`config.mk`:
```
export PLATFORM = sky130hd
export DESIGN_NAME = bird_physics
export DESIGN_NICKNAME = d
export VERILOG_FILES = /design/src/rtl/bird_physics.sv
export SDC_FILE = /design/constraint.sdc
export NUM_CORES = 1
export LEC_CHECK = 0
export BUFFER_PORTS_ARGS = -buffer_cell sky130_fd_sc_hd__buf_2
export CORE_ASPECT_RATIO = 1.75
export CORE_MARGIN = 2
export CORE_UTILIZATION = 48
export DETAILED_ROUTE_END_ITERATION = 16
export HOLD_SLACK_MARGIN = 0.08
export PLACE_DENSITY = 0.75
export SETUP_SLACK_MARGIN = 0.2
export SKIP_LAST_GASP = 1
export SYNTH_ARGS = -nofsm -noshare
export SYNTH_HDL_FRONTEND = slang
export SYNTH_SLANG_ARGS = --single-unit
```
`constraint.sdc`:
```
create_clock -name clk -period 9.71 [get_ports clk]
set_input_delay 0.4855 -clock clk [delete_from_list [all_inputs] [get_ports clk]]
set_output_delay 0.4855 -clock clk [all_outputs]
set_load 0.1 [all_outputs]
```
`src/rtl/bird_physics.sv`:
```
// rtl/bird_physics.sv - per-frame gravity/flap integrator with READY/FLYING/FALLEN flight FSM
// Optional flap cooldown is enabled by defining FLAP_COOLDOWN_EN.
module bird_physics #(
  parameter int HEIGHT          = 10,
  parameter int VEL_W           = 8,
  parameter int Y_START         = 240,
  parameter int Y_MIN           = 0,
  parameter int Y_MAX           = 460,
  parameter int GRAVITY         = 1,
  parameter int FLAP_VEL        = -8,
`ifdef FLAP_COOLDOWN_EN
  parameter int MAX_FALL        = 10,
  parameter int COOLDOWN_FRAMES = 4
`else
  parameter int MAX_FALL        = 10
`endif
) (
  input  logic              clk,
  input  logic              reset,
  input  logic              frame_tick,
  input  logic              flap,
  input  logic              enable,
  input  logic              restart,
  output logic [HEIGHT-1:0] bird_y,
  output logic [VEL_W-1:0]  velocity,
  output logic              on_floor,
  output logic              flying
);

  localparam int YW = HEIGHT + 2;

  typedef enum logic [1:0] {READY, FLYING, FALLEN} state_t;

  state_t                   state_q, state_d;
  logic [HEIGHT-1:0]        bird_y_q, bird_y_d;
  logic signed [VEL_W-1:0]  velocity_q, velocity_d;
  logic                     on_floor_q, on_floor_d;
  logic                     flying_q, flying_d;
  logic                     flap_pending_q, flap_pending_d;
  logic                     flap_prev_q, flap_prev_d;

  logic                     flap_edge;
  logic                     eligible;
  logic                     pend_eff;
  logic                     tick_proc;
  logic                     apply;
  logic signed [VEL_W:0]    v_inc;
  logic signed [VEL_W-1:0]  v_grav;
  logic signed [VEL_W-1:0]  v_new;
  logic signed [YW-1:0]     y_next;

`ifdef FLAP_COOLDOWN_EN
  localparam int CW = $clog2(COOLDOWN_FRAMES + 1);
  logic [CW-1:0] cd_q, cd_d;
  assign eligible = (cd_q == '0);
`else
  assign eligible = 1'b1;
`endif

  assign flap_edge = flap & ~flap_prev_q;
  assign pend_eff  = flap_pending_q | (flap_edge & eligible);
  assign tick_proc = frame_tick & enable;

  // Gravity step saturates at MAX_FALL; one extra bit keeps the sum from wrapping.
  assign v_inc  = {velocity_q[VEL_W-1], velocity_q} + (VEL_W+1)'(GRAVITY);
  assign v_grav = (v_inc > MAX_FALL) ? VEL_W'(MAX_FALL) : v_inc[VEL_W-1:0];
  assign v_new  = pend_eff ? VEL_W'(FLAP_VEL) : v_grav;
  assign y_next = $signed({2'b00, bird_y_q}) + YW'(v_new);

  always_comb begin
    state_d        = state_q;
    bird_y_d       = bird_y_q;
    velocity_d     = velocity_q;
    flap_prev_d    = flap;
    flap_pending_d = tick_proc ? 1'b0 : pend_eff;
    apply          = 1'b0;

    case (state_q)
      READY:   apply = tick_proc & pend_eff;
      FLYING:  apply = tick_proc;
      default: apply = 1'b0;
    endcase

    if (apply) begin
      state_d = FLYING;
      if (y_next <= Y_MIN) begin
        bird_y_d   = HEIGHT'(Y_MIN);
        velocity_d = '0;
      end else if (y_next >= Y_MAX) begin
        bird_y_d   = HEIGHT'(Y_MAX);
        velocity_d = '0;
        state_d    = FALLEN;
      end else begin
        bird_y_d   = y_next[HEIGHT-1:0];
        velocity_d = v_new;
      end
    end

`ifdef FLAP_COOLDOWN_EN
    cd_d = cd_q;
    if (apply && pend_eff) begin
      cd_d = CW'(COOLDOWN_FRAMES);
    end else if (tick_proc && cd_q != '0) begin
      cd_d = cd_q - 1'b1;
    end
`endif

    // Restart wins over everything, including a coincident tick.
    if (restart) begin
      state_d        = READY;
      bird_y_d       = HEIGHT'(Y_START);
      velocity_d     = '0;
      flap_pending_d = 1'b0;
      flap_prev_d    = 1'b0;
`ifdef FLAP_COOLDOWN_EN
      cd_d           = '0;
`endif
    end

    on_floor_d = (state_d == FALLEN);
    flying_d   = (state_d == FLYING);
  end

  always_ff @(posedge clk or negedge reset) begin
    if (!reset) begin
      state_q        <= READY;
      bird_y_q       <= HEIGHT'(Y_START);
      velocity_q     <= '0;
      on_floor_q     <= 1'b0;
      flying_q       <= 1'b0;
      flap_pending_q <= 1'b0;
      flap_prev_q    <= 1'b0;
`ifdef FLAP_COOLDOWN_EN
      cd_q           <= '0;
`endif
    end else begin
      state_q        <= state_d;
      bird_y_q       <= bird_y_d;
      velocity_q     <= velocity_d;
      on_floor_q     <= on_floor_d;
      flying_q       <= flying_d;
      flap_pending_q <= flap_pending_d;
      flap_prev_q    <= flap_prev_d;
`ifdef FLAP_COOLDOWN_EN
      cd_q           <= cd_d;
`endif
    end
  end

  assign bird_y   = bird_y_q;
  assign velocity = velocity_q;
  assign on_floor = on_floor_q;
  assign flying   = flying_q;

endmodule

```
==> impl_metrics.csv <==
group,metric,value,unit
timing,skew,0.006185,ns
detailed_routing,antenna_left,0,
clock_network,cts_resized,0,
clock_network,post_cts_buffers,0,
placed_design,place_congestion,0.9020,
logic_synthesis,synth-seq-area-share,26.48,%
detailed_routing,drc,0,
global_route,overflow,0,
die,start_util,49.46,%
power_and_ir_drop,leakage,1.006,nW
detailed_routing,vias,2221,
die,fp.dieH,95.32,um
finish,stdcell_count,340,
setup_path,cp.arrival,5.85,ns
finish,antenna_cells,0,
die,die_w,56.18,um
setup_path,reg2reg_depth,17,
timing,fmax,177.1,MHz
die,ios,26,
global_route,grt_start_max_net_pins,25,
global_route,antenna_found_initial,0,
setup_path,worstPathMaxFanout,12,
clock_network,hold_buffers,0,
logic_synthesis,synth_area,2287,um^2
logic_synthesis,synthFlopType,"dfrtp_1",
finish,n_fill_cell,464,
logic_synthesis,synth_top_area_share,21.88,%
logic_synthesis,synth_nets,294,
finish,nNetsFinal,308,
setup_path,cp_top_family,"compound AO/OA/AOI/OAI gates",
power_and_ir_drop,peakVddDrop,0.09349,mV
setup_path,startpoint,"velocity[0]",
detailed_routing,drt-wirelength-per-cell,17.96,um
setup_path,critPathMaxStageDelay,0.52,ns
placed_design,dp.cells,336,
setup_path,path_depth,17,
outcome,status,"completed",
setup_path,worstReg2RegEnd,"velocity[7]",
finish,syn_to_final_growth,6.182,%
setup_path,crit_chain,"ha_1, xnor2_1, o311ai_1, a22o_1, o221ai_4, a21oi_1, ha_1, a211oi_1, nor4_2, a32oi_2, nor2_1, o31a_1, a311oi_1, nand3_2, o21ba_4, and3_1, a22o_1",
timing,finalSetupTns,0,ns
clock_network,htreeDepth,1,
placed_design,io_buffer_count,25,
global_route,grt_pass1_wl,10300,um
logic_synthesis,netlist_instances,275,
timing,min_period_over_period,58.15,%
logic_synthesis,yosysWarnings,0,
power_and_ir_drop,p_per_area,132.1,nW/um^2
min_path,min-delay-path-class,"primary input to async pin",
detailed_routing,drt_iter0_markers,96,
finish,seq_area,605.6,um^2
clock_network,clockBufferDepth,2,
die,row_count,33,
setup_path,cp_slowest_cell,"a211oi_1",
die,die-area,5355,um^2
setup_path,cp-end-kind,"register",
global_route,first_global_vias,2204,
timing,drv_slew,0,
clock_network,cts_root_buffer,"clkbuf_8",
timing,final_hold_viol_count,0,
detailed_routing,first_pass_iters,4,
timing,finalSetupViolations,0,
finish,final_cell_mix,"buf_2, nand2_1, nor2_1",
finish,drive_gt1_share,15.97,%
timing,grt_setup_unrepaired,"false",
clock_network,cts_buffers,3,
die,core,4624,um^2
timing,finalCriticalPeriod,5.647,ns
logic_synthesis,yosysTopAreaCell,"dfrtp_1",
timing,worst_pin_slew,1.148,ns
flow_run,maxCapViolCount,0,
logic_synthesis,synth-edff-count,0,
clock_network,cts_tree,"built",
logic_synthesis,synthTopCellsByArea,"dfrtp_1, ha_1, dfstp_2, a22o_1, nand2_1",
timing,slew_headroom,23.33,%
setup_path,cp-endpoint,"velocity[7]",
detailed_routing,viasPerCell,6.532,
setup_path,worst_setup_path_start_kind,"register",
clock_network,clk_latency,0.27,ns
logic_synthesis,synth-seq-cells,24,
detailed_routing,wl,6105,um
clock_network,clk_transition_reported_paths,0.08,ns
clock_network,cts.sinks,24,
logic_synthesis,ys_async_sr_fraction,100.0,%
setup_path,reg2reg_from,"velocity[0]",
setup_path,path_class,"register to register",
global_route,grt_usage,24.48,%
logic_synthesis,postSynthAreaPerCell,8.317,um^2
setup_path,reg2reg_slack,4.06,ns
setup_path,path_buf_inv,0,
logic_synthesis,netlist-cell-type-count,66,
setup_path,cp.required,9.92,ns
finish,multi_input_area,1562,um^2
placed_design,dp_hpwl,4826,um
finish,final_common_cell,"buf_2",
[registers in the layout, indices dropped and copies added (netlist names)]
register and flops:
on_floor 1, flying 1, velocity 8, flap_prev_q 1, state_q 2, bird_y 10
flap_pending_q 1
[power by group]
part | internal (mW) | switching, mW
combinational | 0.0477 | 0.101
clock | 0.0294 | 0.0315
sequential | 0.106 | 0.00608
total | 0.183 | 0.138
[layer usage]
metal	GRT usage [%]	vias up	wire, um
met2	45.39	75	3267
met1	26.04	1057	2289
met5	0	-	0
met4	15.87	0	295
li1	-	1063	-
met3	2.171	26	253
[worst min path at each step]
stage                from     endpoint  slack, ns  cells past startpoint
5_1_grt             reset  velocity[0]       0.23                      1
2_1_floorplan       reset    bird_y[0]       0.19                      0
3_3_place_gp   state_q[1]       flying       0.49                      1
6_report            reset  velocity[5]       0.19                      1
4_1_cts             reset  velocity[3]       0.21                      1
3_5_place_dp        reset  velocity[5]       0.50                      1
[synthesized netlist by cell type, types with 6 or more instances]
library cell  number
o21ai_1            6
inv_1              7
nand2b_1           6
a22o_1            12
nand2_1           24
ha_1              12
o21ai_0           16
nor2b_1            8
dfrtp_1           20
nand3_1           12
and3_1             7
xnor2_1            8
nand4_1            6
a21oi_1           15
buf_2              6
nor2_1            21
[metrics by stage]
stage | utilization, % | area (um^2) | hold slack [ns] | power, mW | setup slack [ns]
after global routing | 52.52 | 2429 | 0.2306 | 0.3404 | 3.641
final | 52.52 | 2429 | 0.1892 | 0.3209 | 4.063
after global placement | 51.54 | 2384 | 0.4921 | 0.2578 | 4.322
after CTS | 52.52 | 2429 | 0.2103 | 0.3204 | 4.143
after floorplan | - | 2287 | 0.1899 | 0.2290 | 4.421
after detailed placement | 51.54 | 2384 | 0.5017 | 0.2592 | 4.195
[cell families after synthesis]
kind of cell               share of synthesized area, %
and+or+nand+nor                                   26.37
AOI/OAI and AO/OA                                 29.49
DFF                                               26.48
buffers and inverters                             5.252
adders and majority gates                         7.440
xor gates and xnor gates                          3.830
muxes                                             1.149
[final cells by class]
cell class | instances | share of cell area, %
multi-input cells | 228 | 64.30
inverters | 7 | 1.082
repair buffers | 25 | 5.152
well taps | 52 | 2.679
clock buffers | 4 | 1.855
flip-flops and latches | 24 | 24.94
No activity file was read; power rests on OpenSTA's default activity.
